File: src/rtl/fetch_queue.sv
// Fetch stage: issues sequential instruction fetches, tracks in-flight responses and
// buffers returned instructions (with PC and predicted next PC) in an in-order FIFO for decode.
module fetch_queue #(
  parameter int unsigned            W_data_arf = 32,
  parameter int unsigned            DEPTH      = 4,
  parameter logic [W_data_arf-1:0]  RESET_PC   = '0,
  parameter int unsigned            W_opcode   = 7
) (
  input  logic                  clock,
  input  logic                  reset,
  output logic                  imem_req_valid,
  input  logic                  imem_req_ready,
  output logic [W_data_arf-1:0] imem_req_addr,
  input  logic                  imem_resp_valid,
  input  logic [W_data_arf-1:0] imem_resp_data,
  input  logic                  redirect_valid,
  input  logic [W_data_arf-1:0] redirect_pc,
  input  logic                  stall,
  output logic [W_data_arf-1:0] val_arh_instruct_odf,
  output logic [W_data_arf-1:0] val_arh_pc_odf,
  output logic [W_data_arf-1:0] val_arh_spec_odf,
  output logic                  valid_arh_odf
);

  localparam int unsigned PW = $clog2(DEPTH);
  localparam int unsigned CW = PW + 1;
  localparam logic [W_opcode-1:0]   OP_JAL = W_opcode'(7'b1101111);
  // addi x0,x0,0: an all-zero word would decode as a load downstream
  localparam logic [W_data_arf-1:0] BUBBLE = W_data_arf'(32'h0000_0013);

  typedef struct packed {
    logic [W_data_arf-1:0] instr;
    logic [W_data_arf-1:0] pc;
    logic [W_data_arf-1:0] spec;
  } entry_t;

  entry_t                fifo_mem [DEPTH];
  logic [PW-1:0]         wr_ptr;
  logic [PW-1:0]         rd_ptr;
  logic [CW-1:0]         count;
  logic [CW-1:0]         outstanding;
  logic [CW-1:0]         drop_cnt;
  logic [W_data_arf-1:0] fetch_pc;
  logic [W_data_arf-1:0] resp_pc;

  logic [W_opcode-1:0]   opcode;
  logic [W_data_arf-1:0] imm_c;
  logic [W_data_arf-1:0] spec_c;
  logic [CW-1:0]         out_next;
  logic                  empty;
  logic                  discard;
  logic                  accept;
  logic                  jal_hit;
  logic                  cap_ok;
  logic                  issue;
  logic                  pop;

  // Response classification, JAL prediction and request/pop qualification
  always_comb begin
    opcode  = imem_resp_data[W_opcode-1:0];
    imm_c   = {{(W_data_arf-21){imem_resp_data[W_data_arf-1]}}, imem_resp_data[W_data_arf-1],
               imem_resp_data[19:12], imem_resp_data[20], imem_resp_data[30:21], 1'b0};
    empty   = (count == '0);
    discard = imem_resp_valid && ((drop_cnt != '0) || redirect_valid);
    accept  = imem_resp_valid && !discard;
    jal_hit = accept && (opcode == OP_JAL);
    spec_c  = (opcode == OP_JAL) ? resp_pc + imm_c : resp_pc + W_data_arf'(4);
    cap_ok  = ({1'b0, count} + {1'b0, outstanding}) < (CW+1)'(DEPTH);
    imem_req_valid = !reset && !redirect_valid && !jal_hit && cap_ok;
    imem_req_addr  = fetch_pc;
    issue    = imem_req_valid && imem_req_ready;
    pop      = !stall && !empty && !redirect_valid;
    out_next = outstanding + CW'(issue) - CW'(imem_resp_valid);
  end

  // Head presentation; bubble when nothing is buffered
  always_comb begin
    val_arh_instruct_odf = BUBBLE;
    val_arh_pc_odf       = '0;
    val_arh_spec_odf     = '0;
    valid_arh_odf        = 1'b0;
    if (!empty) begin
      val_arh_instruct_odf = fifo_mem[rd_ptr].instr;
      val_arh_pc_odf       = fifo_mem[rd_ptr].pc;
      val_arh_spec_odf     = fifo_mem[rd_ptr].spec;
      valid_arh_odf        = 1'b1;
    end
  end

  // Control state: redirect beats JAL self-redirect beats plain issue/accept
  always_ff @(posedge clock or posedge reset) begin
    if (reset) begin
      fetch_pc    <= RESET_PC;
      resp_pc     <= RESET_PC;
      wr_ptr      <= '0;
      rd_ptr      <= '0;
      count       <= '0;
      outstanding <= '0;
      drop_cnt    <= '0;
    end else begin
      outstanding <= out_next;
      if (redirect_valid) begin
        fetch_pc <= redirect_pc;
        resp_pc  <= redirect_pc;
        drop_cnt <= out_next;
        wr_ptr   <= '0;
        rd_ptr   <= '0;
        count    <= '0;
      end else begin
        if (jal_hit) begin
          fetch_pc <= spec_c;
          resp_pc  <= spec_c;
          drop_cnt <= out_next;
        end else begin
          if (issue)  fetch_pc <= fetch_pc + W_data_arf'(4);
          if (accept) resp_pc  <= resp_pc + W_data_arf'(4);
          if (discard && (drop_cnt != '0)) drop_cnt <= drop_cnt - CW'(1);
        end
        if (accept) wr_ptr <= wr_ptr + PW'(1);
        if (pop)    rd_ptr <= rd_ptr + PW'(1);
        count <= count + CW'(accept) - CW'(pop);
      end
    end
  end

  // Payload storage needs no reset; it is only observed while count is non-zero
  always_ff @(posedge clock) begin
    if (accept) begin
      fifo_mem[wr_ptr] <= '{instr: imem_resp_data, pc: resp_pc, spec: spec_c};
    end
  end

endmodule

File: config.mk
export PLATFORM = sky130hd
export DESIGN_NAME = fetch_queue
export DESIGN_NICKNAME = d
export VERILOG_FILES = /design/src/rtl/fetch_queue.sv
export SDC_FILE = /design/constraint.sdc
export NUM_CORES = 1
export LEC_CHECK = 0
export ABC_CLOCK_PERIOD_IN_PS = 4400
export BUFFER_PORTS_ARGS = -buffer_cell sky130_fd_sc_hd__buf_4
export CORE_UTILIZATION = 33
export CTS_CLUSTER_DIAMETER = 100
export CTS_CLUSTER_SIZE = 10
export DETAILED_ROUTE_END_ITERATION = 6
export PLACE_DENSITY = 0.45
export SYNTH_ARGS = -nofsm -noshare
export SYNTH_HDL_FRONTEND = slang
export SYNTH_SLANG_ARGS = --single-unit
export TNS_END_PERCENT = 50
File: constraint.sdc
create_clock -name clock -period 4.4 [get_ports clock]
set_clock_uncertainty 0.2 [all_clocks]
set_input_delay 0 -clock clock [delete_from_list [all_inputs] [get_ports clock]]
set_output_delay 0 -clock clock [all_outputs]
set_load 0.05 [all_outputs]
# Word level (Yosys, flattened, before mapping)

Memories as Yosys holds them, arrays and structs flattened.
Cells that the tools add are included.
Widths: inputs -> output; s select.

Bits of input ports: 70
Flip-flop bits (word level): 77
Memories kept: 1
Logic and storage cells: 66
Output and inout port bits: 130
Bits in writable memories: 384

Memories:

| name     | depth | width | rd ports | clocked after memory_dff | write ports | line | source |
|---|---|---|---|---|---|---|---|
| fifo_mem | 4     | 96    | 1        | 0                        | 1           | 37   | `entry_t fifo_mem [DEPTH];` |

Order comparisons: 1
Eq/ne operators: 1
Add/sub/neg operators: 11
Muxes and demuxes: 21
Reductions and logical operators: 24

Operator list:

| kind                  | count |
|---|---|
| $mux 32               | 10 |
| $add 32x3->32 const B | 2 |
| $add 32x32->32        | 1 |
| $mux 3                | 4 |
| $reduce_bool 3->1     | 4 |
| $logic_and 1x1->1     | 10 |
| $mux 2                | 4 |
| $eq 7x7->1 const B    | 1 |
| $add 3x1->3           | 2 |
| $logic_not 1->1       | 6 |
| $sub 3x1->3           | 2 |
| $add 2x1->2 const B   | 2 |
| $add 3x3->4           | 1 |
| $lt 4x3->1 const B    | 1 |
| $reduce_bool 2->1     | 2 |
| $logic_not 3->1       | 1 |
| $mux 1                | 3 |
| $sub 3x1->3 const B   | 1 |
| $logic_or 1x1->1      | 1 |

# Depth between registers and ports, before layout

Depth after elaboration: 14
Mapped depth: 14
Gate-level depth less buffers: 14

# Worst setup path after synthesis

Ideal clock, no wire load.

Path kind: reg2reg
From: register drop_cnt[0]
To: memory fifo_mem[1][10] in the netlist's numbering (enable)
Cell stages (with the launch flop): 6
Path slack: 475 ps
Clock period less this slack: 3925 ps
Arrival: 3260 ps
Buffers on the path: 1
Data required time: 3735 ps
Setup time: 465 ps
Cells stage by stage: dfrtp_1 -> inv_1 -> ha_1 -> and3b_1 -> clkbuf_1 -> and3_1

Longest elaborated chain between the ends: 7

RTL lines:

| what                         | line | source |
|---|---|---|
| start, declared              | 42   | `logic [CW-1:0] drop_cnt;` |
| start signal, assigned       | 105  | `drop_cnt <= out_next;` |
| start signal, assigned       | 113  | `drop_cnt <= out_next;` |
| start signal, assigned       | 117  | `if (discard && (drop_cnt != '0)) drop_cnt <= drop_cnt - CW'(1);` |
| $reduce_bool 3->1            | 64   | `discard = imem_resp_valid && ((drop_cnt != '0) \|\| redirect_valid);` |
| $logic_or 1x1->1             | 64   |  |
| $logic_and 1x1->1            | 64   |  |
| $logic_not 1->1              | 65   | `accept = imem_resp_valid && !discard;` |
| $logic_and 1x1->1            | 65   |  |
| $mux 1                       | 128  | `if (accept) begin` |
| $mux 1 (not written as such) | 129  | `fifo_mem[wr_ptr] <= '{instr: imem_resp_data, pc: resp_pc, spec: spec_c};` |
| end, declared                | 37   |  |

Every way passes these cells.

# Final worst setup path

From: register resp_pc[1]
To: register resp_pc[29]

Longest elaborated chain between the ends: 4
Elaborated cells on any way between the ends: 6
Classes of those cells: add/sub (2); mux (4)

RTL lines:

| what                                            | line    | source |
|---|---|---|
| start, declared                                 | 44      | `logic [W_data_arf-1:0] resp_pc;` |
| start signal, assigned                          | 104     | `resp_pc <= redirect_pc;` |
| start signal, assigned                          | 112     | `resp_pc <= spec_c;` |
| start signal, assigned                          | 116     | `if (accept) resp_pc <= resp_pc + W_data_arf'(4);` |
| $add 32x3->32 or $add 32x32->32 (tied branches) | 67, 116 |  |
| $mux 32 (on tied branches)                      | 116, 67 |  |
| $mux 32 *                                       | 110     | `if (jal_hit) begin` |
| $mux 32 *                                       | 102     | `if (redirect_valid) begin` |

Mark *: on every way between the ends. The rest lies on a longest branch, timed or not. The select of a mux whose other input is x is not followed.
A chain may end at the register's enable or synchronous reset.

==> results.json <==
{
  "gp_congestion": 0.8675,
  "placed_cells": 2508,
  "rows": 92,
  "die_w_um": 256.4,
  "yosysUniqueCellTypes": 86,
  "grt_pass1_wl_um": 95330,
  "arrival_ns": 4.25,
  "dr.pass1.iters": 5,
  "maxCapViolations": 0,
  "setup_viol": 0,
  "slew_viol_final": 0,
  "area_growth_pct": 24.21,
  "die_h_um": 256.4,
  "fin_cells": 2711,
  "ys_seq_elements": 457,
  "cts_buffer_depth": 3,
  "drt_iter0_drc": 856,
  "synth_area_per_cell_um2": 14.17,
  "fin_nets": 1939,
  "grt_overflow_total": 0,
  "route.final.wire_length_um": 63650,
  "port_buffers": 199,
  "slowest_delay_ns": 0.56,
  "hpwlAfterDp_um": 43200,
  "tightest_slew_ns": 1.199,
  "drc": 0,
  "leakage_nw": 9.482,
  "cts_tree": "built",
  "placed_area_mm2": 0.02394,
  "synth.net_count": 1624,
  "avgRoutedWirePerCell_um": 23.48,
  "cts-buffers-inserted": 51,
  "grt_use_total_pct": 19.41,
  "synth_common_cells": "380 x edfxtp_1, 117 x nand2_1, 96 x and2_1",
  "r2r_cells": 13,
  "cts_resized": 0,
  "htreeDepth": 2,
  "final_antenna_net_count": 0,
  "via_per_inst": 5.158,
  "cts_root_buf": "clkbuf_16",
  "status": "finished, final reports clean",
  "irDropWorstVdd_v": 0.0004359,
  "syn_area_mm2": 0.02135,
  "synth.top_cell.area_share_pct": 53.44,
  "fin_area_mm2": 0.02652,
  "synthTopCellsByArea": "edfxtp_1 53%, mux4_2 10%, dfrtp_1 9.0%",
  "path_cells": "ha_1, inv_1, fa_1, nand2b_1, a21oi_2, nor3_2, o31a_1, o311a_1, o21ai_1, a221oi_1, xor2_1, o211ai_1, dlygate4sd3_1",
  "grt_antenna_before_repair": 1,
  "startpoint_type": "flip-flop",
  "critical-path-slowest-cell": "dlygate4sd3_1",
  "critPathRequiredTime_ns": 4.69,
  "synth_top_area_cell": "edfxtp_1",
  "crit_type": "reg2reg",
  "seq_area_frac_synth_pct": 62.46,
  "period_share_pct": 89.98,
  "diodes": 0,
  "powerDensity_mw_per_mm2": 585.7,
  "synth_edf_count": 380,
  "critPathMaxFanout": 7,
  "min_period_ns": 3.959,
  "vias": 13980,
  "initial_core_util_pct": 33.61,
  "synthCells": 1507,
  "cts.sinks": 457,
  "path_clk_slew_ns": 0.06,
  "hold_viol": 0,
  "rsz0062_at_grt": "false",
  "synth_flop_cell": "edfxtp_1",
  "fmax_ghz": 0.2526,
  "yosysWarnings": 0,
  "cts_setup_buffers": 0,
  "maxSlewHeadroom_pct": 19.99,
  "worstHoldPathCells": 4,
  "clkLatencyLatePin_ns": 0.61,
  "grt_max_degree": 54,
  "fin_tns_setup_ns": 0,
  "core_mm2": 0.06354,
  "yosysMostFrequentCell": "edfxtp_1",
  "total_power_mw": 15.53,
  "worstHoldPathType": "in2reg",
  "hold_buffers": 107,
  "end_kind": "flip-flop",
  "grt_pass1_vias": 14240,
  "io_pins": 200,
  "dieArea_mm2": 0.06573,
  "synthArstFlopShare_pct": 16.85,
  "layout-drive-gt1-share_pct": 22.95,
  "holdWs_ns": 0.03665
}
==> worst paths after layout <==
| kind | to | slack (ns) | startpoint |
|---|---|---|---|
| setup reg to reg | resp_pc[29]$_DFFE_PP0P_ | 0.44 | resp_pc[1]$_DFFE_PP0P_ |
| hold / removal | imem_req_addr[27]$_DFFE_PP0P_ | 0.04 | redirect_pc[27] |
| setup / recovery | resp_pc[29]$_DFFE_PP0P_ | 0.44 | resp_pc[1]$_DFFE_PP0P_ |
| max in group asynchronous | resp_pc[11]$_DFFE_PP0P_ | 2.36 | reset |
| min in group asynchronous | resp_pc[0]$_DFFE_PP0P_ | 0.52 | reset |
| hold reg to reg | imem_req_addr[0]$_DFFE_PP0P_ | 0.30 | imem_req_addr[0]$_DFFE_PP0P_ |
==> report_power, final <==
| part | switching, mW | internal [mW] |
|---|---|---|
| Sequential | 0.444 | 5.14 |
| Combinational | 3.85 | 2.15 |
| Clock | 1.72 | 2.23 |
==> kinds of logic after synthesis <==
group | after synthesis | synth area share (%)
AOI/OAI and AO/OA | 315 | 9.563
xor gates and xnor gates | 67 | 2.819
adders and majority gates | 47 | 2.860
buffers and inverters | 115 | 2.408
DFF | 457 | 62.46
muxes | 98 | 10.17
and+or+nand+nor | 408 | 9.721
==> state kept, by name, summed over array words and instances, names as in the netlist <==
| signal | flops |
|---|---|
| resp_pc | 32 |
| count | 3 |
| outstanding | 3 |
| imem_req_addr | 32 |
| fifo_mem | 380 |
| rd_ptr | 2 |
| drop_cnt | 3 |
| wr_ptr | 2 |
==> cell usage in the layout (no fill, tap or decap), drive strengths merged, types with 9 or more instances in the layout <==
cell	n
inv	34
a22o	12
a22oi	16
mux4	95
dlygate4sd3	107
and2	96
o31ai	10
o21ai	88
edfxtp	380
a21o	18
nand2	117
dfrtp	77
xnor2	39
xor2	28
o22ai	9
a31oi	13
nand3	30
and3	32
nor3	14
ha	44
buf	236
nand4	13
a21oi	86
clkbuf	93
nor2	73
==> area by class of cell <==
cell class              instances  area, um^2
fillers                      5962       37020
flip-flops and latches        457       13350
multi-input cells             935        7550
repair buffers                343        2930
clock buffers                  93        1455
well taps                     846        1059
inverters                      34       128.9
clock inverters                 3       55.05
==> stage by stage <==
stage / util, % / setup slack, ns
6_report: 41.74 / 0.4409
2_1_floorplan: - / 0.4749
5_1_grt: 41.74 / 0.2124
4_1_cts: 41.74 / 0.4184
3_3_place_gp: 37.68 / 0.8165
3_5_place_dp: 37.68 / 0.7502
==> worst max-delay path: cells and delay by family, from the launching register on <==
| family | cells | cell delay [ns] |
|---|---|---|
| adders and majority gates | 2 | 0.63 |
| buffers and inverters | 2 | 0.62 |
| DFF | 1 | 0.43 |
| AOI/OAI and AO/OA | 6 | 1.41 |
| xor gates and xnor gates | 1 | 0.26 |
| and+or+nand+nor | 2 | 0.28 |
==> routing by layer <==
metal	global-route usage, %	vias up	part of all wire [%]
met5	0	-	0
met4	4.679	0	1.9
met3	3.499	67	5.5
met2	29.83	411	45
met1	28.36	7061	48
li1	-	6445	-
Note: power is estimated with default switching activity, not from simulation.
